<file path="src/rtl/segasys1_vid_pkg.sv">
//==============================================================================
// Module   : segasys1_vid_pkg
// Purpose  : Default raster timing constants and coordinate types shared with the video block.
// Revision : 1.0
//==============================================================================
`default_nettype none

package segasys1_vid_pkg;

  localparam int c_coord_w        = 9;
  localparam int c_h_total        = 320;
  localparam int c_h_visible      = 256;
  localparam int c_h_sync_start   = 280;
  localparam int c_h_sync_w       = 32;
  localparam int c_v_total        = 260;
  localparam int c_v_visible      = 224;
  localparam int c_v_sync_start   = 236;
  localparam int c_v_sync_w       = 3;
  localparam int c_int_hold       = 64;

  typedef logic [c_coord_w-1:0] coord_t;

  typedef enum logic [0:0] {
    VINT_IDLE   = 1'b0,
    VINT_ASSERT = 1'b1
  } vint_state_e;

  // The hold counter only has to reach INT_HOLD-1.
  function automatic int hold_width(input int hold);
    return (hold <= 2) ? 1 : $clog2(hold);
  endfunction

endpackage

`default_nettype wire

</file>
<file path="src/rtl/segasys1_vint_fsm.sv">
//==============================================================================
// Module   : segasys1_vint_fsm
// Purpose  : Vertical interrupt request to the Z80: asserts on the trigger, releases on ack or hold timeout.
// Revision : 1.0
//==============================================================================
`default_nettype none

module segasys1_vint_fsm
  import segasys1_vid_pkg::*;
#(
  parameter int INT_HOLD = c_int_hold
) (
  input  logic VCLKx8,
  input  logic RESET,
  input  logic trig_i,
  input  logic int_ack_i,
  input  logic pclk_en_i,
  output logic int_n_o
);

  localparam int                HOLD_W    = hold_width(INT_HOLD);
  localparam logic [HOLD_W-1:0] HOLD_LOAD = HOLD_W'(INT_HOLD - 1);

  vint_state_e       state_q;
  logic [HOLD_W-1:0] hold_q;
  logic              int_n_q;

  // A trigger outranks a simultaneous ack so a fresh frame interrupt is never lost.
  always_ff @(posedge VCLKx8 or posedge RESET) begin
    if (RESET) begin
      state_q <= VINT_IDLE;
      hold_q  <= '0;
      int_n_q <= 1'b1;
    end else if (trig_i) begin
      state_q <= VINT_ASSERT;
      hold_q  <= HOLD_LOAD;
      int_n_q <= 1'b0;
    end else if (state_q == VINT_ASSERT) begin
      if (int_ack_i || (pclk_en_i && (hold_q == '0))) begin
        state_q <= VINT_IDLE;
        int_n_q <= 1'b1;
      end else if (pclk_en_i) begin
        hold_q <= hold_q - HOLD_W'(1);
      end
    end
  end

  assign int_n_o = int_n_q;

endmodule

`default_nettype wire

</file>
<file path="src/rtl/segasys1_hvgen.sv">
//==============================================================================
// Module   : segasys1_hvgen
// Purpose  : Raster timing generator: PH/PV counters, blanking, sync, field and Z80 vertical interrupt.
//            Optional macro SEGASYS1_HVGEN_POSADJ_EN adds frame-latched sync offsets HOFS/VOFS.
// Revision : 1.0
//==============================================================================
`default_nettype none

module segasys1_hvgen
  import segasys1_vid_pkg::*;
#(
  parameter int H_TOTAL      = c_h_total,
  parameter int H_VISIBLE    = c_h_visible,
  parameter int H_SYNC_START = c_h_sync_start,
  parameter int H_SYNC_W     = c_h_sync_w,
  parameter int V_TOTAL      = c_v_total,
  parameter int V_VISIBLE    = c_v_visible,
  parameter int V_SYNC_START = c_v_sync_start,
  parameter int V_SYNC_W     = c_v_sync_w,
  parameter int INT_HOLD     = c_int_hold
) (
  input  logic         VCLKx8,
  input  logic         RESET,
  input  logic         PCLK_EN,
  input  logic         INT_ACK,
`ifdef SEGASYS1_HVGEN_POSADJ_EN
  input  logic [3:0]   HOFS,
  input  logic [3:0]   VOFS,
`endif
  output logic [8:0]   PH,
  output logic [8:0]   PV,
  output logic         HBLK,
  output logic         VBLANK,
  output logic         HSYNC_N,
  output logic         VSYNC_N,
  output logic         INT_N,
  output logic         FIELD
);

  localparam coord_t H_LAST = coord_t'(H_TOTAL - 1);
  localparam coord_t V_LAST = coord_t'(V_TOTAL - 1);
  localparam coord_t H_VIS  = coord_t'(H_VISIBLE);
  localparam coord_t V_VIS  = coord_t'(V_VISIBLE);

  if (H_SYNC_START + H_SYNC_W > H_TOTAL) begin : g_bad_hsync
    $error("segasys1_hvgen: H_SYNC_START + H_SYNC_W exceeds H_TOTAL");
  end
  if (V_SYNC_START + V_SYNC_W > V_TOTAL) begin : g_bad_vsync
    $error("segasys1_hvgen: V_SYNC_START + V_SYNC_W exceeds V_TOTAL");
  end

  coord_t     ph_q, ph_d, pv_q, pv_d;
  logic       field_q, field_d;
  logic       hblk_q, hblk_d, vblank_q, vblank_d;
  logic       hsync_n_q, hsync_n_d, vsync_n_q, vsync_n_d;
  logic       w_h_wrap, w_v_wrap, w_trig;
  logic [9:0] w_hs_start, w_vs_start;

  assign w_h_wrap = (ph_q == H_LAST);
  assign w_v_wrap = (pv_q == V_LAST);

  always_comb begin
    ph_d    = ph_q + 9'd1;
    pv_d    = pv_q;
    field_d = field_q;
    if (w_h_wrap) begin
      ph_d = '0;
      if (w_v_wrap) begin
        pv_d    = '0;
        field_d = ~field_q;
      end else begin
        pv_d = pv_q + 9'd1;
      end
    end
  end

`ifdef SEGASYS1_HVGEN_POSADJ_EN
  logic [3:0] hofs_q, hofs_d, vofs_q, vofs_d;

  // Offsets only change at the frame wrap so a frame never tears.
  assign hofs_d = (w_h_wrap && w_v_wrap) ? HOFS : hofs_q;
  assign vofs_d = (w_h_wrap && w_v_wrap) ? VOFS : vofs_q;

  always_ff @(posedge VCLKx8 or posedge RESET) begin
    if (RESET) begin
      hofs_q <= '0;
      vofs_q <= '0;
    end else if (PCLK_EN) begin
      hofs_q <= hofs_d;
      vofs_q <= vofs_d;
    end
  end

  assign w_hs_start = 10'(H_SYNC_START) + {{6{hofs_d[3]}}, hofs_d};
  assign w_vs_start = 10'(V_SYNC_START) + {{6{vofs_d[3]}}, vofs_d};
`else
  assign w_hs_start = 10'(H_SYNC_START);
  assign w_vs_start = 10'(V_SYNC_START);
`endif

  // Decoding the next counter values keeps the flags aligned with PH/PV.
  always_comb begin
    hblk_d    = (ph_d >= H_VIS);
    vblank_d  = (pv_d >= V_VIS);
    hsync_n_d = !(({1'b0, ph_d} >= w_hs_start) && ({1'b0, ph_d} < (w_hs_start + 10'(H_SYNC_W))));
    vsync_n_d = !(({1'b0, pv_d} >= w_vs_start) && ({1'b0, pv_d} < (w_vs_start + 10'(V_SYNC_W))));
  end

  always_ff @(posedge VCLKx8 or posedge RESET) begin
    if (RESET) begin
      ph_q      <= '0;
      pv_q      <= '0;
      field_q   <= 1'b0;
      hblk_q    <= 1'b0;
      vblank_q  <= 1'b0;
      hsync_n_q <= 1'b1;
      vsync_n_q <= 1'b1;
    end else if (PCLK_EN) begin
      ph_q      <= ph_d;
      pv_q      <= pv_d;
      field_q   <= field_d;
      hblk_q    <= hblk_d;
      vblank_q  <= vblank_d;
      hsync_n_q <= hsync_n_d;
      vsync_n_q <= vsync_n_d;
    end
  end

  assign w_trig = PCLK_EN && (ph_d == '0) && (pv_d == V_VIS);

  segasys1_vint_fsm #(
    .INT_HOLD (INT_HOLD)
  ) u_vint (
    .VCLKx8    (VCLKx8),
    .RESET     (RESET),
    .trig_i    (w_trig),
    .int_ack_i (INT_ACK),
    .pclk_en_i (PCLK_EN),
    .int_n_o   (INT_N)
  );

  assign PH      = ph_q;
  assign PV      = pv_q;
  assign HBLK    = hblk_q;
  assign VBLANK  = vblank_q;
  assign HSYNC_N = hsync_n_q;
  assign VSYNC_N = vsync_n_q;
  assign FIELD   = field_q;

endmodule

`default_nettype wire

</file>
<file path="config.mk">
export PLATFORM = sky130hd
export DESIGN_NAME = segasys1_hvgen
export DESIGN_NICKNAME = d
export VERILOG_FILES = /design/src/rtl/segasys1_vid_pkg.sv /design/src/rtl/segasys1_vint_fsm.sv /design/src/rtl/segasys1_hvgen.sv
export SDC_FILE = /design/constraint.sdc
export NUM_CORES = 1
export LEC_CHECK = 0
export ABC_AREA = 1
export CAP_MARGIN = 30
export CORE_UTILIZATION = 59
export DETAILED_ROUTE_END_ITERATION = 16
export PLACE_DENSITY = 0.81
export SLEW_MARGIN = 40
export SYNTH_ARGS = -nofsm -noshare
export SYNTH_HDL_FRONTEND = slang
export SYNTH_SLANG_ARGS = --single-unit
</file>
<file path="constraint.sdc">
create_clock -name VCLKx8 -period 5.8 [get_ports VCLKx8]
set_input_delay 1.16 -clock VCLKx8 [delete_from_list [all_inputs] [get_ports VCLKx8]]
set_output_delay 1.16 -clock VCLKx8 [all_outputs]
set_load 0.1 [all_outputs]
</file>
# [Word level (Yosys, flattened, before mapping)]
# Index checks and enable logic that the tools add are counted.
[classes] order_cmp=6 n_reduce_logical=16 add_sub_neg=3 mux=13 n_bitwise=1 eq_ne=4
[op_table] cell="9-bit two-way mux" n=3
[op_table] cell="6-bit two-way mux" n=4
[op_table] cell="9-bit by 1-bit adder with 9-bit output (second input constant)" n=2
[op_table] cell="9-bit == test (second input constant)" n=2
[op_table] cell="9-bit by 8-bit greater-or-equal comparator with 1-bit output (second input constant)" n=2
[op_table] cell="9-bit greater-or-equal comparator (second input constant)" n=2
[op_table] cell="9-bit by 8-bit == test with 1-bit output (second input constant)" n=1
[op_table] cell="9-bit logical NOT" n=1
[op_table] cell="9-bit by 8-bit < comparator with 1-bit output (second input constant)" n=1
[op_table] cell="9-bit < comparator (second input constant)" n=1
[op_table] cell="6-bit logical NOT" n=1
[op_table] cell="1-bit two-way mux" n=6
[op_table] cell="3-bit AND reduction" n=2
[op_table] cell="2-bit nonzero test" n=3
[op_table] cell="6-bit by 1-bit subtractor with 6-bit output (second input constant)" n=1
[op_table] cell="1-bit logical AND" n=5
[op_table] cell="1-bit logical NOT" n=2
[op_table] cell="2-bit by 1-bit != test with 1-bit output (second input constant)" n=1
[op_table] cell="2-bit AND reduction" n=1
[op_table] cell="1-bit logical OR" n=1
[op_table] cell="1-bit NOT" n=1
[totals] word_cells=53 input_bits=4 out_inout_bits=24 regBits=31

# [Depth between registers and ports, before layout]
[depth] ltp_word=7 ltp_mapped=16 mapped_depth_nobuf=16

# [Hierarchy]
# From an unflattened synthesis, not the netlist that was laid out.
[hier_totals] hier_cells=297 hier_area_um2=2048.2
[modules_own_cells] mod="segasys1_hvgen" area_per_inst_um2=1508.9 cells_each=225 seq_area_each_um2=553.0 n_inst=1
[modules_own_cells] mod="segasys1_vint_fsm" area_per_inst_um2=539.3 cells_each=72 seq_area_each_um2=201.4 n_inst=1

# [Worst setup path before layout]
# OpenSTA, ideal clock, no wires.
[synth_path] path_type="flip-flop to flip-flop" start="reg ph_q[1] (netlist: PH[1])" end="reg u_vint.hold_q[4]" setup_slack_ps=2975 t_required_ps=5683 synth_period_minus_slack_ps=2825 arrival_ps=2708 setup_time_ps=117 stages_incl_launch_ff=16 n_path_buf=1 cell_sequence="dfrtp_1 -> ha_1 -> nand2_2 -> nor2_4 -> nand3b_2 -> buf_6 -> nand2_2 -> nand2_1 -> nor2_1 -> nand2_1 -> nor2_4 -> nand3_4 -> nand2_8 -> nand2_4 -> nand2_1 -> nand2_1"
[synth_between] elab_chain_cells=7 word_cells_on_any_way=13 cone_classes="add/sub: 1; eq/ne: 3; mux: 3; reduce/logical: 6"
[synth_lines] item="start, declared" line_no="segasys1_hvgen.sv:52" rtl="coord_t ph_q, ph_d, pv_q, pv_d;"
[synth_lines] item="start signal, assigned" line_no="segasys1_hvgen.sv:119" rtl="ph_q <= ph_d;"
[synth_lines] item="9-bit by 1-bit adder with 9-bit output / 9-bit == test (equally long branches)" line_no="segasys1_hvgen.sv:63, segasys1_hvgen.sv:59"
[synth_lines] item="9-bit two-way mux" line_no="segasys1_hvgen.sv:66" rtl="if (w_h_wrap) begin"
[synth_lines] item="9-bit logical NOT" line_no="segasys1_hvgen.sv:129" rtl="assign w_trig = PCLK_EN && (ph_d == '0) && (pv_d == V_VIS);"
[synth_lines] item="1-bit logical AND" line_no="segasys1_hvgen.sv:129"
[synth_lines] item="1-bit logical AND (*)" line_no="segasys1_hvgen.sv:129"
[synth_lines] item="2-bit by 1-bit != test with 1-bit output (no line) / 2-bit nonzero test (equally long branches)"
[synth_lines] item="3-bit AND reduction (no line)"
[synth_lines] item="end signal, assigned" line_no="segasys1_vint_fsm.sv:43" rtl="hold_q <= hold_q - HOLD_W'(1);"
[synth_lines] item="end, declared" line_no="segasys1_vint_fsm.sv:25" rtl="logic [HOLD_W-1:0] hold_q;"
# Mark *: on every way between the ends. The rest lies on a longest branch, timed or not.
# A chain may end at the register's enable or synchronous reset.

# [Worst setup path after layout]
[layout_path] start="in PCLK_EN" end="reg u_vint.hold_q[2]"
[layout_between] elab_chain_cells=4 word_cells_on_any_way=9 cone_classes="eq/ne: 1; mux: 1; reduce/logical: 7"
[layout_lines] item="start, declared" line_no="segasys1_hvgen.sv:24" rtl="input logic PCLK_EN,"
[layout_lines] item="1-bit logical AND, on equally long branches" line_no="segasys1_vint_fsm.sv:39, segasys1_hvgen.sv:129"
[layout_lines] item="1-bit logical OR / 1-bit logical AND (equally long branches)" line_no="segasys1_vint_fsm.sv:39, segasys1_hvgen.sv:129"
[layout_lines] item="2-bit by 1-bit != test with 1-bit output (no line) / 2-bit nonzero test (equally long branches)"
[layout_lines] item="3-bit AND reduction (no line)"
# Several ways; a longest one is shown, not always the timed one.

==> metrics.md <==
| Metric | Value |
|---|---|
| Synthesis Warnings | `0` |
| Routed WL per cell | `roughly 11 um` |
| Synthesis-to-finish area growth | `12.1%` |
| Leakage | `between 1 and 1.5 nW` |
| Worst setup SP type | `primary input` |
| Post-route design area | `between 2000 and 2500 um^2` |
| Yosys cell types | `28` |
| Largest net degree at the start of global routing | `38` |
| Final hold vios | `0` |
| Initial core utilization | `0.638` |
| Die height | `between 60 and 70 um` |
| Total CTS buffers | `5` |
| GP Congestion | `between 0.8 and 0.9` |
| Worst setup margin | `~2.7 ns` |
| Setup Fix Bufs, Post-CTS | `0` |
| Later-pin clock latency in the skew report | `approximately 0.34 ns` |
| Pwr/cell area | `between 400 and 500 nW/um^2` |
| Share of cells above drive strength 1 | `0.174` |
| GRT Total Usage | `0.250` |
| Fin cells | `roughly 350` |
| # placed instances | `between 300 and 400` |
| CP required | `between 6 and 7 ns` |
| Syn Inst Count | `between 200 and 300` |
| Peak Freq | `between 300 and 400 MHz` |
| Full die area | `between 3000 and 4000 um^2` |
| Critical path's top delay family | `simple AND/OR/NAND/NOR gates` |
| Period utilization | `0.534` |
| First-pass GRT wire length | `6740 um` |
| CP bufs+invs | `3` |
| CP Capture Type | `flip-flop` |
| Placed inst area | `around 2200 um^2` |
| Final Net Count | `about 320` |
| DRC Markers | `0` |
| Crit path DAT | `3.33 ns` |
| Pre-CTS WS | `about 2.3 ns` |
| Deepest clock path buffer count | `2` |
| I/O Buffers | `27` |
| Critical-path maximum fanout | `37` |
| VDD IR max | `around 0.00038 V` |
| DRT Wirelength | `about 4000 um` |
| Critical path, cell by cell | `clkdlybuf4s50_1 > buf_4 > inv_1 > nor2_1 > nand3_1 > nor2_2 > nand3_1 > nor2_2 > nand3_4 > nand2_8 > nand2_4 > nand2_1 > nand2_1` |
| CTS root buffer | `clkbuf_4` |
| Maxcap violations | `0` |
| Core box area | `roughly 3200 um^2` |
| Hold crit path type | `reg2reg` |
| Status | `completed` |
| DRT iter0 DRCs | `about 130` |
| Syn Area/Cell | `about 7.2 um^2` |
| PostCTS Resize Cnt | `0` |
| Slowest CP cell | `clkdlybuf4s50_1` |
| Vias in the first global route | `approximately 1600` |
| Fill count | `approximately 250` |
| Global route total overflow | `0` |
| Post-Syn Nets | `slightly below 300` |
| Clock sink total | `31` |
| CP max stage delay | `between 0.4 and 0.5 ns` |
| CTS H-tree depth | `2` |
| Register area share after synthesis | `0.388` |
| Tmin final | `roughly 3.1 ns` |
| Slew @ Worst Pin | `~0.49 ns` |
| Antenna cells | `0` |
| Initial antenna violation count | `0` |
| Post-route setup TNS | `0 ns` |
| Hold Buf Count CTS | `0` |
| WS Path Type | `in2reg` |
| Post-route ant nets | `0` |
| Final setup vio count | `0` |
| First drt pass iteration count | `4` |
| Vias per cell | `5.10` |
| Skew final | `0.00927 ns` |
| Unrepaired setup endpoints after global routing | `false` |
| HPWL Detailed | `2940 um` |
| DIE WIDTH | `roughly 60 um` |
| Post-Syn Area | `2010 um^2` |
| Synthesis-stage register bit count | `31` |
| Via count | `1806` |
| TritonCTS clock tree | `done` |
| Clock transition at path regs | `~0.090 ns` |
| # rows | `20` |
| Max-slew headroom | `0.678` |
| Slew Viols, Final | `0` |
| I/O pin cnt | `28` |
[cells in the final DEF, fill, tap and decap left out, drive strengths merged, types with 4 or more instances in the layout]
cell type / n
inv: 31
ha: 4
a31oi: 4
nand4: 5
nor2: 39
nand2: 104
clkbuf: 7
xnor2: 6
dfrtp: 28
o21ai: 19
nand3: 20
buf: 26
[per-layer routing]
layer / global-route usage / part of all wire / vias to the layer above
li1: - / - / 943
met1: 0.312 / 0.46 / 809
met2: 0.399 / 0.48 / 43
met3: 0.0682 / 0.041 / 11
met4: 0.123 / 0.020 / 0
met5: 0 / 0 / -
[sequential cells by signal (all words and copies together) (netlist names)]
register and cells:
u_vint.hold_q 6, HBLK 1, PV 9, u_vint.int_n_o 1, VSYNC_N 1, FIELD 1
HSYNC_N 1, u_vint.state_q 1, PH 9, VBLANK 1
[worst paths after layout]
| check | to | slack [ns] | depth (start not counted) | startpoint |
|---|---|---|---|---|
| hold reg to reg | FIELD$_DFFE_PP0P_ | 0.48 | 1 | FIELD$_DFFE_PP0P_ |
| hold / removal | FIELD$_DFFE_PP0P_ | 0.48 | 1 | FIELD$_DFFE_PP0P_ |
| setup / recovery | u_vint.hold_q[2]$_DFFE_PP0P_ | 2.70 | 13 | PCLK_EN |
| max in group asynchronous | VSYNC_N$_DFFE_PP1P_ | 4.30 | 3 | RESET |
| min in group asynchronous | PH[4]$_DFFE_PP0P_ | 1.18 | 3 | RESET |
| setup reg to reg | u_vint.hold_q[2]$_DFFE_PP0P_ | 3.40 | 14 | PH[0]$_DFFE_PP0P_ |
[synthesized netlist by cell type]
master    count  area [um^2]
nand3_4       2         35.0
dfrtp_1      28          701
nand2_2       5         31.3
nand3b_2      1         11.3
buf_1         1         3.75
nand2_4       2         22.5
nor2_2        2         12.5
buf_2         1         5.00
nor3b_1       1         7.51
nor3_1        3         15.0
xor2_1        2         17.5
buf_6         2         22.5
xnor2_1       6         52.6
dfstp_2       3         78.8
nor2_1       33          124
nor2_4        4         45.0
nand4_1       5         31.3
nand2_8       1         20.0
ha_1          4         50.1
nand3_1      18         90.1
nand2_1      96          360
a31oi_1       4         25.0
o21ai_0      19         95.1
clkbuf_1      3         11.3
o41ai_1       1         8.76
buf_4         1         7.51
inv_1        31          116
a21oi_1       2         10.0
[final cells by class]
cell class / instances / area, um^2 / area share
Clock buffer: 7 / 65.1 / 0.0289
Multi-Input combinational cell: 211 / 1060 / 0.473
Sequential cell: 31 / 779 / 0.346
Inverter: 31 / 116 / 0.0516
Timing Repair Buffer: 29 / 165 / 0.0733
Tap cell: 44 / 55.1 / 0.0244
Clock inverter: 1 / 7.51 / 0.00333
[report_power, final]
group	switching, mW	internal (mW)
clock network	0.0756	0.0708
registers	0.0556	0.251
logic	0.370	0.0820
total	0.501	0.404
[stage by stage]
step	hold slack (ns)	power [mW]	utilization
floorplan	0.463	0.689	-
finish	0.477	0.905	0.715
global placement	0.462	0.794	0.730
CTS	0.482	0.911	0.715
global route	0.519	0.956	0.715
detailed placement	0.468	0.763	0.692
[cells by family after synthesis]
logic type / Yosys count / synth area share
AO/OA/AOI/OAI: 26 / 0.0691
XOR/XNOR: 8 / 0.0348
AND/OR/NAND/NOR: 173 / 0.401
adder cells (fa/ha/maj): 4 / 0.0249
flip-flops: 31 / 0.388
buffers and inverters: 39 / 0.0828
No activity file was read; power rests on OpenSTA's default activity.
